`src/rtl/pll_reconfig_pkg.sv`:
```
// Shared definitions for the PLL reconfiguration sequencer: register map,
// table geometry, FSM encoding and the table entry layout.
package pll_reconfig_pkg;

    localparam logic [5:0] ADDR_MODE  = 6'd0;
    localparam logic [5:0] ADDR_START = 6'd2;
    localparam logic [5:0] ADDR_N     = 6'd3;
    localparam logic [5:0] ADDR_M     = 6'd4;
    localparam logic [5:0] ADDR_C0    = 6'd5;
    localparam logic [5:0] ADDR_K     = 6'd7;
    localparam logic [5:0] ADDR_BW    = 6'd8;
    localparam logic [5:0] ADDR_CP    = 6'd9;

    localparam int NUM_ENTRIES = 8;

    typedef enum logic [2:0] {
        ST_IDLE   = 3'd0,
        ST_LOAD   = 3'd1,
        ST_WRITE  = 3'd2,
        ST_SETTLE = 3'd3,
        ST_DONE   = 3'd4
    } state_t;

    typedef struct packed {
        logic [5:0]  addr;
        logic [31:0] value;
    } pll_entry_t;

    // Write order of the table: mode reg first, start register last so the
    // PLL only relocks once every divider is in place.
    function automatic logic [5:0] entry_addr(input logic [2:0] idx);
        logic [5:0] a;
        case (idx)
            3'd0:    a = ADDR_MODE;
            3'd1:    a = ADDR_N;
            3'd2:    a = ADDR_M;
            3'd3:    a = ADDR_C0;
            3'd4:    a = ADDR_K;
            3'd5:    a = ADDR_BW;
            3'd6:    a = ADDR_CP;
            default: a = ADDR_START;
        endcase
        return a;
    endfunction

endpackage

```
`src/rtl/pll_mode_rom.sv`:
```
// Per-mode PLL reconfiguration table, read synchronously with one cycle of
// latency. Modes at or above NUM_MODES read back as all-zero data.
module pll_mode_rom
    import pll_reconfig_pkg::*;
#(
    parameter int NUM_MODES = 5
) (
    input  logic        clk,
    input  logic        reset_n,
    input  logic        rd_en,
    input  logic [2:0]  mode,
    input  logic [2:0]  idx,
    output logic [5:0]  addr,
    output logic [31:0] value
);

    localparam logic [3:0] NUM_MODES_L = 4'(NUM_MODES);

    pll_entry_t  entry_q, entry_d;
    logic [31:0] n_v, m_v, c0_v, k_v, bw_v, cp_v;
    logic        mode_ok;

    assign mode_ok = ({1'b0, mode} < NUM_MODES_L);

    // Table contents and read-port next value.
    always_comb begin
        n_v  = '0;
        m_v  = '0;
        c0_v = '0;
        k_v  = '0;
        bw_v = '0;
        cp_v = '0;
        case (mode)
            3'd0: begin
                n_v = 32'h0000_0404; m_v = 32'h0000_1E1E; c0_v = 32'h0000_2020;
                k_v = 32'h0000_0000; bw_v = 32'h0000_0006; cp_v = 32'h0000_0002;
            end
            3'd1: begin
                n_v = 32'h0000_0202; m_v = 32'h0000_2222; c0_v = 32'h0000_1212;
                k_v = 32'h8000_0000; bw_v = 32'h0000_0007; cp_v = 32'h0000_0002;
            end
            3'd2: begin
                n_v = 32'h0000_0303; m_v = 32'h0000_3837; c0_v = 32'h0000_0909;
                k_v = 32'h4CCC_CCCD; bw_v = 32'h0000_0006; cp_v = 32'h0000_0003;
            end
            3'd3: begin
                n_v = 32'h0000_0101; m_v = 32'h0000_0F0F; c0_v = 32'h0000_0505;
                k_v = 32'h147A_E148; bw_v = 32'h0000_0008; cp_v = 32'h0000_0001;
            end
            3'd4: begin
                n_v = 32'h0000_0101; m_v = 32'h0000_1414; c0_v = 32'h0000_0202;
                k_v = 32'h0000_0000; bw_v = 32'h0000_0006; cp_v = 32'h0000_0001;
            end
            default: ;
        endcase

        entry_d = entry_q;
        if (rd_en) begin
            entry_d.addr  = entry_addr(idx);
            entry_d.value = '0;
            if (mode_ok) begin
                case (idx)
                    3'd1:    entry_d.value = n_v;
                    3'd2:    entry_d.value = m_v;
                    3'd3:    entry_d.value = c0_v;
                    3'd4:    entry_d.value = k_v;
                    3'd5:    entry_d.value = bw_v;
                    3'd6:    entry_d.value = cp_v;
                    default: entry_d.value = '0;
                endcase
            end
        end
    end

    // Registered read data.
    always_ff @(posedge clk or negedge reset_n) begin
        if (!reset_n) entry_q <= '0;
        else          entry_q <= entry_d;
    end

    assign addr  = entry_q.addr;
    assign value = entry_q.value;

endmodule

```
`src/rtl/pll_reconfig_seq.sv`:
```
// PLL reconfiguration sequencer: streams the 8-entry table of a requested
// mode into the reconfig FIFO, waits for the PLL to settle, then releases
// the video timing generator.
//
//   state  | meaning
//   IDLE   | waiting for a request (fresh or pending)
//   LOAD   | ROM read of {mode, index} in flight
//   WRITE  | entry presented to the FIFO, waiting for a non-full cycle
//   SETTLE | all entries written, counting down the lock time
//   DONE   | sequence complete, status updated on the next cycle
module pll_reconfig_seq
    import pll_reconfig_pkg::*;
#(
    parameter int NUM_MODES     = 5,
    parameter int SETTLE_CYCLES = 4096
) (
    input  logic        clk,
    input  logic        reset_n,
    input  logic        mode_req,
    input  logic [2:0]  mode_sel,
    input  logic        pll_busy,
    output logic [5:0]  pll_addr,
    output logic [31:0] pll_value,
    output logic        pll_write,
    output logic        seq_busy,
    output logic        video_hold,
    output logic        seq_done,
    output logic [2:0]  cur_mode,
    output logic        mode_err
);

    localparam logic [3:0] NUM_MODES_L = 4'(NUM_MODES);
    localparam int         CNT_W       = (SETTLE_CYCLES > 1) ? $clog2(SETTLE_CYCLES) : 1;
    localparam logic [2:0] LAST_IDX    = 3'(NUM_ENTRIES - 1);

    state_t           state_q, state_d;
    logic [2:0]       mode_q, mode_d;
    logic [2:0]       idx_q, idx_d;
    logic [CNT_W-1:0] cnt_q, cnt_d;
    logic             pend_vld_q, pend_vld_d;
    logic [2:0]       pend_mode_q, pend_mode_d;
    logic             seq_busy_q, seq_busy_d;
    logic             video_hold_q, video_hold_d;
    logic             seq_done_q, seq_done_d;
    logic [2:0]       cur_mode_q, cur_mode_d;
    logic             mode_err_q, mode_err_d;

    logic             sel_ok, req_valid, req_bad;
    logic [5:0]       rom_addr;
    logic [31:0]      rom_value;

    assign sel_ok    = ({1'b0, mode_sel} < NUM_MODES_L);
    assign req_valid = mode_req && sel_ok;
    assign req_bad   = mode_req && !sel_ok;

    pll_mode_rom #(.NUM_MODES(NUM_MODES)) u_rom (
        .clk     (clk),
        .reset_n (reset_n),
        .rd_en   (state_q == ST_LOAD),
        .mode    (mode_q),
        .idx     (idx_q),
        .addr    (rom_addr),
        .value   (rom_value)
    );

    assign pll_write = (state_q == ST_WRITE) && !pll_busy;
    assign pll_addr  = (state_q == ST_WRITE) ? rom_addr  : '0;
    assign pll_value = (state_q == ST_WRITE) ? rom_value : '0;

    // Sequencing, pending-request capture and status next values.
    always_comb begin
        state_d     = state_q;
        mode_d      = mode_q;
        idx_d       = idx_q;
        cnt_d       = cnt_q;
        pend_vld_d  = pend_vld_q;
        pend_mode_d = pend_mode_q;

        case (state_q)
            ST_IDLE: begin
                // A fresh request in this cycle is newer than any pending one.
                if (req_valid) begin
                    mode_d     = mode_sel;
                    idx_d      = '0;
                    pend_vld_d = 1'b0;
                    state_d    = ST_LOAD;
                end else if (pend_vld_q) begin
                    mode_d     = pend_mode_q;
                    idx_d      = '0;
                    pend_vld_d = 1'b0;
                    state_d    = ST_LOAD;
                end
            end
            ST_LOAD: state_d = ST_WRITE;
            ST_WRITE: begin
                if (pll_write) begin
                    if (idx_q == LAST_IDX) begin
                        cnt_d   = CNT_W'(SETTLE_CYCLES - 1);
                        state_d = ST_SETTLE;
                    end else begin
                        idx_d   = idx_q + 3'd1;
                        state_d = ST_LOAD;
                    end
                end
            end
            ST_SETTLE: begin
                if (cnt_q == '0) state_d = ST_DONE;
                else             cnt_d   = cnt_q - 1'b1;
            end
            ST_DONE: state_d = ST_IDLE;
            default: state_d = ST_IDLE;
        endcase

        // Requests arriving mid-sequence wait here; the newest one wins.
        if (req_valid && (state_q != ST_IDLE)) begin
            pend_vld_d  = 1'b1;
            pend_mode_d = mode_sel;
        end

        seq_busy_d   = (state_d != ST_IDLE);
        video_hold_d = (state_d != ST_IDLE);
        seq_done_d   = (state_q == ST_DONE);
        cur_mode_d   = (state_q == ST_DONE) ? mode_q : cur_mode_q;
        mode_err_d   = req_bad;
    end

    // State and status registers; video_hold comes out of reset asserted.
    always_ff @(posedge clk or negedge reset_n) begin
        if (!reset_n) begin
            state_q      <= ST_IDLE;
            mode_q       <= '0;
            idx_q        <= '0;
            cnt_q        <= '0;
            pend_vld_q   <= 1'b0;
            pend_mode_q  <= '0;
            seq_busy_q   <= 1'b0;
            video_hold_q <= 1'b1;
            seq_done_q   <= 1'b0;
            cur_mode_q   <= '0;
            mode_err_q   <= 1'b0;
        end else begin
            state_q      <= state_d;
            mode_q       <= mode_d;
            idx_q        <= idx_d;
            cnt_q        <= cnt_d;
            pend_vld_q   <= pend_vld_d;
            pend_mode_q  <= pend_mode_d;
            seq_busy_q   <= seq_busy_d;
            video_hold_q <= video_hold_d;
            seq_done_q   <= seq_done_d;
            cur_mode_q   <= cur_mode_d;
            mode_err_q   <= mode_err_d;
        end
    end

    assign seq_busy   = seq_busy_q;
    assign video_hold = video_hold_q;
    assign seq_done   = seq_done_q;
    assign cur_mode   = cur_mode_q;
    assign mode_err   = mode_err_q;

endmodule
```
`config.mk`:
```
export PLATFORM = sky130hd
export DESIGN_NAME = pll_reconfig_seq
export DESIGN_NICKNAME = d
export VERILOG_FILES = /design/src/rtl/pll_reconfig_pkg.sv /design/src/rtl/pll_mode_rom.sv /design/src/rtl/pll_reconfig_seq.sv
export SDC_FILE = /design/constraint.sdc
export NUM_CORES = 1
export LEC_CHECK = 0
export BUFFER_PORTS_ARGS = -buffer_cell sky130_fd_sc_hd__buf_2
export CAP_MARGIN = 20
export CORE_ASPECT_RATIO = 1.2
export CORE_MARGIN = 5
export CORE_UTILIZATION = 50
export CTS_BUF_LIST = sky130_fd_sc_hd__clkbuf_4 sky130_fd_sc_hd__clkbuf_8
export DETAILED_ROUTE_END_ITERATION = 6
export PLACE_DENSITY = 0.75
export SYNTH_ARGS = -nofsm -noshare
export SYNTH_HDL_FRONTEND = slang
export SYNTH_SLANG_ARGS = --single-unit
```
`constraint.sdc`:
```
create_clock -name clk -period 2.3 [get_ports clk]
set_clock_uncertainty 0.1 [all_clocks]
set_input_delay 0.46 -clock clk [delete_from_list [all_inputs] [get_ports clk]]
set_output_delay 0.46 -clock clk [all_outputs]
set_load 0.05 [all_outputs]
```
# --- After elaboration in Yosys (flattened, before gate mapping) ---
# Cells that the tools add are included.
totals:
  register_bits: 70
  word_cells: 89
  input_bits: 7
  output_inout_bits: 46
classes:
  eq_ne: 20
  mux: 30
  add_sub_neg: 2
  n_lt_le_gt_ge: 2
  n_reduce_logical: 22
ops:
  columns: ["cell", "count"]
  rows:
  - ["$pmux W32 S6", 1]
  - ["$pmux W14 S5", 2]
  - ["$pmux W32 S3", 1]
  - ["$mux W32", 2]
  - ["$pmux W11 S4", 1]
  - ["$mux W12", 3]
  - ["$mux W3", 10]
  - ["$pmux W4 S7", 1]
  - ["$pmux W12 S2", 1]
  - ["$eq A3 B2 Y1 const B", 6]
  - ["$eq A3 B3 Y1 const B", 6]
  - ["$logic_not A12 Y1", 1]
  - ["$pmux W3 S4", 1]
  - ["$pmux W4 S3", 1]
  - ["$sub A12 B1 Y12 const B", 1]
  - ["$eq A3 B1 Y1 const B", 3]
  - ["$logic_not A3 Y1", 3]
  - ["$reduce_and A4 Y1", 2]
  - ["$reduce_bool A2 Y1", 4]
  - ["$lt A3 B3 Y1 const B", 2]
  - ["$mux W6", 1]
  - ["$ne A2 B2 Y1 const B", 3]
  - ["$pmux W2 S3", 1]
  - ["$pmux W3 S2", 1]
  - ["11 further kinds", 18]

# --- Depth between registers and ports, before layout ---
# Gate-level depths: netlist of the first run.
depth:
  ltp_word: 5
  depth_mapped: 9
  depth_no_buf: 7

# --- Cells and area by module ---
# Synthesis of the first run repeated with hierarchy kept, for this count alone.
hier_totals:
  hier_cells: 353
  hier_area_um2: 3273.1
modules_own_cells:
  columns: ["module", "instances", "seq_area_each_um2", "cells_each", "area_per_inst_um2"]
  rows:
  - ["pll_reconfig_seq", 1, 802.0, 197, 1873.0]
  - ["pll_mode_rom", 1, 475.5, 156, 1400.1]

# --- Worst setup path before layout of the first run ---
# OpenSTA, ideal clock, no wires.
synth_timing:
  path_type: "flip-flop to output port"
  startpoint: "register state_q[2]"
  endpoint: "output pll_value[14]"
  required_time_ns: 1.740
  path_buffers: 3
  stages_incl_launch_ff: 6
  t_arrival_ns: 1.955
  path_slack_ns: -0.215
  cell_sequence: "dfrtp_1 > and2b_1 > clkbuf_1 > clkbuf_1 > and3_1 > buf_4"
synth_between:
  elab_chain_len: 2
synth_rtl:
  columns: ["item", "line", "text"]
  rows:
  - ["start: declaration", "pll_reconfig_seq.sv:36", "state_t state_q, state_d;"]
  - ["start signal: assignment", "pll_reconfig_seq.sv:142", "state_q <= state_d;"]
  - ["$eq A3 B2 Y1", "pll_reconfig_seq.sv:68", "assign pll_value = (state_q == ST_WRITE) ? rom_value : '0;"]
  - ["$mux W32", "pll_reconfig_seq.sv:68", null]
  - ["end: declaration", "pll_reconfig_seq.sv:23", "output logic [31:0] pll_value,"]
# No other way between the ends.

# --- Final worst setup path of the first run ---
layout_timing:
  startpoint: "register cnt_q[5]"
  endpoint: "register cnt_q[1]"
layout_between:
  elab_chain_len: 3
layout_rtl:
  columns: ["item", "line", "text"]
  rows:
  - ["start: declaration", "pll_reconfig_seq.sv:39", "logic [CNT_W-1:0] cnt_q, cnt_d;"]
  - ["start signal: assignment", "pll_reconfig_seq.sv:145", "cnt_q <= cnt_d;"]
  - ["$logic_not A12 Y1", "pll_reconfig_seq.sv:107", "if (cnt_q == '0) state_d = ST_DONE;"]
  - ["$ne A2 B2 Y1 (no line)", null, null]
  - ["$reduce_and A4 Y1 (no line)", null, null]
# No other way between the ends.
# A chain may end at the register's enable or synchronous reset.

==> results of run 1 <==
## flip-flops by register name (all words and copies together) (netlist names)
register	flops
u_rom.value	15
video_hold	1
state_q	3
cur_mode	3
cnt_q	12
seq_done	1
pend_vld_q	1
mode_q	3
u_rom.addr	4
pend_mode_q	3
idx_q	3
mode_err	1
seq_busy	1
## through the flow
step,cell area (µm²),setup TNS [ps],util
2_1_floorplan,3100,-48.2,-
3_3_place_gp,3340,0,0.555
3_5_place_dp,3340,0,0.555
4_1_cts,3490,-278,0.580
5_1_grt,3550,-344,0.591
6_report,3550,0,0.591
## cells by family (layout without fill, tap and decap cells)
group | after synthesis | in the layout | synth area share
adder cells (fa/ha/maj) | 8 | 8 | 0.0326
XOR/XNOR | 10 | 10 | 0.0285
AO/OA/AOI/OAI | 77 | 77 | 0.161
buffers and inverters | 48 | 81 | 0.0818
flip-flops | 51 | 51 | 0.416
AND/OR/NAND/NOR | 129 | 129 | 0.240
other | 1 | 6 | 0.00122
multiplexers | 11 | 11 | 0.0391
## power by group
| group | total (mW) | switching [mW] | internal, mW | leakage [nW] |
|---|---|---|---|---|
| clock | 0.653 | 0.295 | 0.358 | 0.0618 |
| sequential | 1.52 | 0.307 | 1.22 | 0.660 |
| combinational | 2.23 | 1.37 | 0.862 | 0.986 |
## final timing paths
path / slack, ps / end / cells past startpoint
worst max-delay path: 50 / cnt_q[1]$_DFFE_PN0P_ / 5
worst min-delay path: 60 / mode_q[2]$_DFFE_PN0P_ / 1
worst max register to register: 50 / cnt_q[1]$_DFFE_PN0P_ / 5
worst min register to register: 380 / u_rom.value[30]$_DFFE_PN0P_ / 2
max in group asynchronous: 1400 / u_rom.value[31]$_DFFE_PN0P_ / 2
min in group clk: 280 / mode_err$_DFF_PN0_ / 3
## worst reg2reg max path: stages (launching register included)
cell and delay [ps]:
sky130_fd_sc_hd__dfrtp_1 400, sky130_fd_sc_hd__or4_4 580, sky130_fd_sc_hd__nor4_4 430, sky130_fd_sc_hd__and2_4 210
sky130_fd_sc_hd__or2_2 120, sky130_fd_sc_hd__mux2_1 310
## synthesized netlist by cell type, drive strengths merged (2+ instances only)
| cell type | instances | area, µm² |
|---|---|---|
| xnor2 | 10 | 87.6 |
| nor2b | 7 | 43.8 |
| and3 | 21 | 131 |
| nand2b | 10 | 62.6 |
| nor3 | 8 | 45.0 |
| nor4b | 3 | 32.5 |
| inv | 7 | 26.3 |
| o2bb2ai | 3 | 26.3 |
| clkbuf | 21 | 78.8 |
| o22ai | 2 | 12.5 |
| or2 | 2 | 15.0 |
| or3 | 4 | 25.0 |
| dfrtp | 50 | 1250 |
| nand3 | 3 | 15.0 |
| o211ai | 4 | 30.0 |
| a31oi | 2 | 12.5 |
| o21ai | 24 | 120 |
| nor2 | 14 | 52.6 |
| mux2 | 8 | 90.1 |
| or4 | 3 | 30.0 |
| ha | 8 | 100 |
| a211oi | 3 | 22.5 |
| o31ai | 3 | 22.5 |
| mux2i | 3 | 30.0 |
| o21a | 3 | 22.5 |
| and2 | 3 | 21.3 |
| a21oi | 17 | 85.1 |
| nand2 | 43 | 161 |
| a2111oi | 3 | 26.3 |
| a22o | 4 | 35.0 |
| buf | 20 | 146 |
| nor4 | 5 | 80.1 |
## what timing repair did
item                                    in CTS  in global routing
gates resized for setup                     10                 24
hold endpoints to repair                     0                  0
endpoints found under the setup margin      28                 36
setup buffers                                0                  2
## cell type report
type	instances	area, µm²
sequential	51	1280
inverter	7	30.0
clock inverter	2	38.8
multi-input combinational	241	1590
fill	534	2460
clock buffer	6	82.6
tap	82	103
timing repair buffer	66	437
## layer usage
layer,up-vias,wire length [µm],part of all wire,GRT usage
li1,1223,-,-,-
met1,1189,2620,0.41,0.206
met2,66,3320,0.52,0.313
met3,13,308,0.048,0.0309
met4,0,136,0.021,0.0845
met5,-,0,0,0
==> reports/summary.md, run 1 <==
The logs give 0 for the number of antenna violations at the first check in global routing and 0.511 for the starting density of the core. Once detailed placement completed, the half-perimeter wirelength came to 4870 µm. In this run, CTS created clock tree buffers numbering 5.

The worst-case IR drop observed on VDD is 775 µV. The number of vias per cell after detailed routing is 5.47. Hold is met by 61.4 ps. Leaving out filler cells and counting taps, the final layout contains 455.

Fraction of registers with async set or reset after synthesis: 1.00. TritonCTS built the clock tree. Yosys mapped the design onto 56 distinct sky130hd cell types.

The worst setup path is launched from a flop. Worst hold-check path type: input port to asynchronous set/reset pin. In this run the worst path has a maximum fanout of 6. Walking the worst path, the cells encountered are or4_4 > nor4_4 > and2_4 > or2_2 > mux2_1. The worst register-to-register path begins at cnt_q[5]$_DFFE_PN0P_.

Based on the critical path, the design can be clocked at up to 444 MHz. For this run, the detailed router's first-pass iteration total came to 4. After detailed routing, the average wire length per cell comes to 14.0 µm. The Yosys step of the flow raised 0 warnings. The routed wire length came out at 6390 µm.

The first global-routing pass estimated 10900 µm of wire. The worst path needs 2250 ps of the cycle, external delays included. The clock drives 51 sinks. The kind of cell with the highest combined delay along the critical path is simple AND/OR/NAND/NOR gates.

The number of port buffers is 46. On the critical path, the stage with the largest delay is an instance of sky130_fd_sc_hd__or4_4. Power density of the placed cells: 1240 mW/mm². The setup path with the least slack is of type flop to flop.

Counting flops with a built-in enable in the synthesized netlist gives 0. The clock insertion delay at the later pin of the skew report came out at 300 ps. The top cell types in the final layout, fill and taps aside, are sky130_fd_sc_hd__dfrtp_1, sky130_fd_sc_hd__nand2_1, sky130_fd_sc_hd__buf_2. The floorplan step defined a die boundary enclosing 0.00782 mm². Max-cap violations in this run came to 0.

The worst slew margin relative to its limit is 0.589. The number of cells after detailed placement came out at 445. The ratio of final minimum period to clock period is 0.979, and the number of global-route vias before repair is 2435.

Once detail routing completed, the nets flagged for antenna violations numbered 0. Clock-pin slew was measured on the worst setup and hold paths at 100 ps. The tree is rooted in a sky130_fd_sc_hd__clkbuf_8. The number of hold violations in the final report is 0. For this design, the CTS-stage hold fixing added 0 buffers. The start point of the critical path is cnt_q[5]$_DFFE_PN0P_. The leading register cell type out of synthesis is sky130_fd_sc_hd__dfrtp_1. The repair_antennas step left the layout with diodes totalling 0. Counting along the longest clock path gives a buffer depth of 2.

The tools report the pin count of the biggest net entering global routing as 30. The logs give 0.917 for the routability congestion estimate from global placement and 61.5 ps for the worst setup timing slack at the placement stage. Setup violations remaining at the end of the flow were counted as 0. The floorplan step defined a core boundary enclosing 0.00601 mm².

The run gives 4.41 mW as the post-layout total power. The chip height is 95.9 µm. The run gives 2 as the level count of the clock H-tree. The ratio of cells with drive above 1 in the final layout works out to 0.276. Counting every instance in the synthesized netlist gives 335. After detailed routing, the number of remaining DRC violations is 0. Detailed routing inserted a total of 2491 vias. The library cell used most frequently in the layout, excluding fill and tap cells, is sky130_fd_sc_hd__dfrtp_1. After layout, the worst setup slack is 47.4 ps. In this run the core area contains 31 standard-cell rows. The overflow left after global routing is 0. Summing every instance area after synthesis gives 0.00307 mm².

The count of boundary I/O pins was 53. The total routing usage reported by global routing was 0.177. The die width was 81.6 µm. On the worst path, the slowest cell contributes a delay of 580 ps. The number of pins exceeding their max-slew limit in the final report is 0. The flow ran to the end, and the final reports show no timing, DRC or antenna violations. Setup repair after global routing could not meet its margin everywhere. From synthesis to final layout, the design area changed by 15.6%. The required time reported for the critical path endpoint was 2390 ps. Summed over all cells, the static leakage comes to 1.71 nW. The actual transition at the worst max-transition pin was 616 ps; the count of state elements after synthesis was 51. The worst setup path is captured at a flop. The tools report the post-synthesis sequential area ratio as 0.416.

The arrival time reported for the critical path endpoint was 2340 ps. The detailed router finished its first iteration with 251 violations. The mean area per synthesized cell came out at 9.17 µm². The number of nets in the finished design was 387; the sum of buffers and inverters on the critical path was 0.
Power figures use the tool's default switching activity.
==> inputs of run 2 (changes only) <==
- GPL_TIMING_DRIVEN: unset -> 0
- SKIP_LAST_GASP: unset -> 1
==> run 2 against run 1 <==
  * The flow now finishes with violations (negative hold slack)
  * Total power is 3.3% higher
  * Global-route usage increased by 2.0 points
  * Clock-buffer cell count decreased by 1
  * Clock power is 1% lower
  * Largest cell class unchanged
  * Largest power group unchanged
  * Sequential power decreased by 6%
  * Critical path depth is 1 higher
  * Worst setup slack got worse by 6.5 ps
  * Flip-flop and latch count is the same
  * Highest routed layer unchanged
  * Critical path type is now flop to output pin
==> reports/summary.md, run 2 (same netlist as run 1, synthesis figures left out) <==
The run gives 443 MHz as the timing-limited maximum frequency. Cell type of the slowest stage on the worst timing path: sky130_fd_sc_hd__dfrtp_1. The number of cells after detailed placement came out at 467. For the reg2reg setup slack, the log shows 70 ps.

From synthesis to final layout, the design area changed by 24.1%. Entering global routing, the biggest net connects 52 pins. The leading cell type in the layout, fill and taps excluded is sky130_fd_sc_hd__dfrtp_1. Routability-driven placement finished with a final weighted congestion of 0.949. The critical path capture point was pll_value[26]. The peak supply drop was 732 µV. The tools report the number of nets in the finished design as 418. The worst-case hold slack is -7.95 ps, and the CTS sink count is 51. The worst slew margin relative to its limit is 0.563, and the total routing usage reported by global routing is 0.197. After routing, the total negative slack on setup checks comes to 0 ps. The number of placement rows is 31, and the number of vias per cell after detailed routing is 5.44.

The worst register-to-register path begins at idx_q[0]$_DFFE_PN0P_. The repair_antennas step left the layout with diodes totalling 0. The register with the most flip-flops in the layout has 15 of them.

The number of hold violations in the final report is 5. Setup slack on the critical path of the routed design comes to 40.9 ps. For this run, design rule violations remaining after detail routing come to 0. The wire length of the first global-routing pass was 11900 µm; the peak fanout along the critical path was 10.

The setup path with the least slack is of type flop to output pin. From left edge to right edge, the die measures 81.6 µm. The clock passes through at most 2 buffers. The buffer cell driving the clock tree root is sky130_fd_sc_hd__clkbuf_8.

After layout, the minimum clock period comes to 2260 ps. Clock transition at the registers of the reported paths: 100 ps. The number of global-route vias before repair is 2553. The tools report the reported max-cap violation count as 0.

Tracing the worst setup path back leads to its startpoint at state_q[2]$_DFF_PN0_. The actual transition at the worst max-transition pin works out to 652 ps. TritonCTS built the clock tree. Dividing total power by cell area gives a power density of 1190 mW/mm². The ratio of final minimum period to clock period was 0.982; the routed wire length per instance was 15.3 µm. 53 I/O pins were placed. The H-tree was split into 2 levels. The number of antenna violations at the first check in global routing was 0. Setup repair after global routing could not meet its margin everywhere.

After the flow finishes, the layout carries non-filler instances totaling 486. The run finished, with violations left. Traced cell by cell, the critical path runs through and2b_2 > buf_8 > clkbuf_8 > and3_4 > buf_4 > buf_6.

The die covers 0.00782 mm². In this design, the stage delay of the slowest critical-path cell is 400 ps. Summed over all layers, the routed wires come to 7420 µm.

After global routing the overflow that remains totals 0. The clock insertion delay at the later pin of the skew report was 310 ps; the half-perimeter wire length of the detailed placement result was 5200 µm. The worst register-to-register path has a depth of 6. The ratio of cells with drive above 1 in the final layout is 0.312, and the number of port buffers is 45. Worst setup timing slack at the placement stage: -338 ps. The first TritonRoute pass finished after 4 iterations. The core region is 0.00601 mm². The worst setup path is launched from a flop. The starting density of the core is 0.511.

The run gives 2644 as the total number of vias. Setup violations remaining at the end of the flow were counted as 0. In the layout the commonest cells are sky130_fd_sc_hd__dfrtp_1, sky130_fd_sc_hd__nand2_1, sky130_fd_sc_hd__buf_4. For the worst setup path, the data required time is 1740 ps.

The arrival time reported for the critical path endpoint came out at 1700 ps. In this run the worst hold path is classified as input port to asynchronous set/reset pin. The chip height is 95.9 µm. The endpoint identified for the worst register-to-register timing path is u_rom.value[10]$_DFFE_PN0P_.

The final reports fail on negative hold slack. Clock tree synthesis inserted a total of 5 buffers. The number of pins exceeding their max-slew limit in the final report came out at 0. Summed over all cells, the static leakage comes to 1.82 nW.

The count of routing violations after the opening detailed-route iteration is 253. STA classifies the critical path endpoint as an output pin. The tools report the number of antenna-violating nets in the routed design as 0.
-- run 2: cell types whose count changed in the layout (fill, tap and decap cells not counted), sizes merged --
cell,change
buf,+12
clkbuf,+18
inv,+1
-- run 2: report_power, final --
part / switching, mW / internal (mW) / total, mW
clock network: 0.317 / 0.328 / 0.645
logic: 1.58 / 0.905 / 2.48
registers: 0.208 / 1.22 / 1.43
-- run 2: metrics by stage --
stage	utilization	instance area (µm²)	power [mW]
finish	0.634	3810	4.55
global route	0.634	3810	4.88
CTS	0.620	3730	4.47
detailed placement	0.570	3420	3.69
global placement	0.570	3420	3.63
floorplan	-	3100	3.14
-- run 2: what timing repair did --
| item | 4_1_cts | 5_1_grt |
|---|---|---|
| resized for setup | 50 | 14 |
| endpoints found under the setup margin | 42 | 43 |
| pin swaps | 2 | 0 |
| setup buffers | 6 | 6 |
| hold buffers | 0 | 0 |
-- run 2: worst max-delay path, delay by kind of cell (launching register included) --
| family | cells | cell delay, ps |
|---|---|---|
| buf+inv | 4 | 510 |
| flops | 1 | 400 |
| simple gates | 2 | 480 |
-- run 2: cell type report --
type                    instances  area (µm²)
plain buffers                  39         245
inverters                       7        26.3
clock inverters                 3        46.3
repair buffers                 58         428
flip-flops and latches         51        1280
fillers                       520        2200
multi-input cells             241        1620
clock buffers                   5        68.8
well taps                      82         103
-- run 2: worst min-delay path by stage --
stage / start / to / slack [ps] / depth (start not counted)
after CTS: mode_req / mode_err$_DFF_PN0_ / 260 / 3
after global routing: reset_n / cnt_q[9]$_DFFE_PN0P_ / 20 / 1
final: reset_n / cnt_q[9]$_DFFE_PN0P_ / -8 / 1
after global placement: u_rom.value[30]$_DFFE_PN0P_ / u_rom.value[30]$_DFFE_PN0P_ / 350 / 2
after floorplan: reset_n / cnt_q[0]$_DFFE_PN0P_ / 60 / 0
after detailed placement: u_rom.value[31]$_DFFE_PN0P_ / u_rom.value[31]$_DFFE_PN0P_ / 360 / 2
-- run 2: per-layer routing --
layer,GRT usage,part of all wire,vias to the layer above,wire (µm)
li1,-,-,1296,-
met1,0.224,0.39,1256,2910
met2,0.357,0.53,74,3940
met3,0.0290,0.046,18,339
met4,0.0930,0.031,0,233
met5,0,0,-,0
==> inputs of run 3 (changes only) <==
- BUFFER_PORTS_ARGS: -buffer_cell sky130_fd_sc_hd__buf_2 -> -buffer_cell sky130_fd_sc_hd__buf_4
- CTS_CLUSTER_DIAMETER: unset -> 150
==> run 3 against run 2 <==
  * The run now ends clean
  * Hold slack better by 64 ps
  * Final cell count is 0.41% lower
  * Sequential power hardly changed
  * Flip-flop and latch count did not move
  * Largest cell class unchanged
  * Highest routed layer unchanged
==> reports/summary.md, run 3 (same netlist as run 1, synthesis figures left out) <==
The area growth from synthesis to layout is 25.4%. The end of the worst register-to-register path is cnt_q[6]$_DFFE_PN0P_. STA puts the critical path data required time at 2440 ps. Setup violations remaining at the end of the flow were counted as 0. TritonCTS built the clock tree. The buffer cell driving the clock tree root was sky130_fd_sc_hd__clkbuf_8. The count of routing violations after the opening detailed-route iteration is 212, and the chip height is 95.9 µm. The logs give 56.3 ps for the worst-case hold slack and 2599 for the number of global-route vias before repair. For the routability congestion estimate from global placement, the log shows 0.923. The logs give 51 for the CTS sink count and 0 for the DRC violation count after routing. Start point of the critical path: idx_q[0]$_DFFE_PN0P_. The total core area was 0.00601 mm²; the arrival time reported for the critical path endpoint was 2360 ps. Stage delay of the slowest cell on the critical path: 420 ps.

The element type at the critical path end is a flop. Utilization after layout: 0.641. The ratio of final minimum period to clock period is 0.962. The ratio of cells with drive above 1 in the final layout is 0.306.

Die width: 81.6 µm. The logs give 5380 µm for the half-perimeter wire length of the detailed placement result and 416 for the number of nets in the finished design. The starting density of the core was 0.511; the routed wire length per instance was 15.1 µm.

Global routing usage on met2: 0.340. The cell type of the slowest stage on the worst timing path was sky130_fd_sc_hd__dfrtp_2. The reported max-cap violation count was 0; the routing usage on met3 was 0.0346. Counting the buffers created by CTS gives 5. The die covers 0.00782 mm². In the routed layout, each cell is associated on average with a via count of 5.43. Critical path capture point: cnt_q[6]$_DFFE_PN0P_.

The H-tree was split into 2 levels. The first global-routing pass estimated 12200 µm of wire. The first-pass detailed-route iteration total came out at 4. The total routing usage reported by global routing was 0.199; the worst slew margin relative to its limit was 0.572. Subtracting the final worst setup slack from the clock period gives 2210 ps.

For the number of antenna-violating nets in the routed design, the log shows 0. Traced cell by cell, the critical path runs through ha_2 > ha_2 > nor2b_2 > o211ai_1 > buf_4 > or4_1 > nand3_1. Most repeated library cell on the critical path: sky130_fd_sc_hd__ha_2. The tools report the number of pins exceeding their max-slew limit in the final report as 0.

For the timing-limited maximum frequency, the log shows 452 MHz. The tools report the worst reg2reg path startpoint as idx_q[0]$_DFFE_PN0P_. The worst setup path is launched from a flop.

The number of antenna violations at the first check in global routing came out at 0. In the layout the commonest cells are sky130_fd_sc_hd__buf_4, sky130_fd_sc_hd__dfrtp_1, sky130_fd_sc_hd__nand2_1. The path class of the tightest hold or removal check is input port to asynchronous set/reset pin. The clock insertion delay at the later pin of the skew report came out at 310 ps. Buffers placed on the I/O ports in this run total 45. The routed layout has 2627 vias. The worst setup timing slack at the placement stage is -287 ps.

Across all setup checks in the final design, the least slack found is 86.7 ps. Of all nets on the critical path, the largest fanout is 6. The count of boundary I/O pins was 53; the aggregate negative setup slack was 0 ps.

For the peak supply drop, the log shows 748 µV. After global routing, the most crowded layer is met2. The clock passes through at most 2 buffers.

The actual transition at the worst max-transition pin was 641 ps. Count of cells along the worst register-to-register path: 7. For the routed wire length, the log shows 7290 µm. The clock transition at the registers of the reported paths came out at 100 ps.

Summed over all layers, the global routing overflow is 0. The register with the most flip-flops in the layout has 15 of them. In this run the static leakage power is 1.81 nW. The run gives 0.236 as the met1 layer usage reported by global route. The setup path with the least slack is of type flop to flop.

Power spread over the standard cell area amounts to 1180 mW/mm². Pin count of the biggest net entering global routing: 52. In this run the register-to-register setup slack is 90 ps. The run gives 31 as the number of placement rows. The repair_antennas step left the layout with diodes totalling 0. The number of hold violations in the final report was 0.

The flow ran to the end, and the final reports show no timing, DRC or antenna violations. The leading cell type in the layout, fill and taps excluded was sky130_fd_sc_hd__buf_4.
[run 3: changes by cell type in the layout (fill, tap and decap cells not counted), sizes merged]
cell,delta
clkbuf,-1
buf,-1
[run 3: layout make-up]
type / count / area (µm²)
Clock inverter: 3 / 46.3
Inverter: 7 / 26.3
Multi-Input combinational cell: 241 / 1610
Clock buffer: 5 / 68.8
Buffer: 39 / 244
Fill cell: 515 / 2160
Sequential cell: 51 / 1280
Tap cell: 82 / 103
Timing Repair Buffer: 56 / 477
[run 3: worst min-delay path by stage]
stage	from	end	slack [ps]	cells after the start
floorplan	reset_n	cnt_q[0]$_DFFE_PN0P_	60	0
global placement	u_rom.value[30]$_DFFE_PN0P_	u_rom.value[30]$_DFFE_PN0P_	350	2
detailed placement	u_rom.value[31]$_DFFE_PN0P_	u_rom.value[31]$_DFFE_PN0P_	360	2
CTS	reset_n	cnt_q[10]$_DFFE_PN0P_	90	1
global route	reset_n	cnt_q[10]$_DFFE_PN0P_	90	1
finish	reset_n	cnt_q[10]$_DFFE_PN0P_	60	1
[run 3: per-layer routing]
metal / vias up / wire length (µm)
li1: 1295 / -
met1: 1223 / 2880
met2: 83 / 3720
met3: 26 / 421
met4: 0 / 268
met5: - / 0
[run 3: power breakdown]
group          total (mW)  internal [mW]  switching [mW]
clock               0.639          0.328           0.311
combinational        2.48          0.924            1.56
sequential           1.45           1.22           0.225
[run 3: through the flow]
stage | power, mW | area [µm²] | std cells
detailed placement | 3.74 | 3540 | 467
CTS | 4.51 | 3800 | 482
floorplan | 3.14 | 3100 | 340
global route | 4.91 | 3850 | 484
global placement | 3.69 | 3540 | 467
finish | 4.57 | 3850 | 484
[run 3: worst max-delay path, delay by kind of cell (launching register included)]
kind | cells | cell delay, ps
simple gates | 3 | 730
fa+ha+maj | 2 | 470
flops | 1 | 420
compound gates | 1 | 210
buf+inv | 1 | 210
[run 3: timing repair]
item,CTS,global route
gates resized for setup,33,13
hold buffers,0,0
endpoints found under the setup margin,42,35
hold endpoints to repair,0,0
setup buffers,7,4
pin swaps,2,1
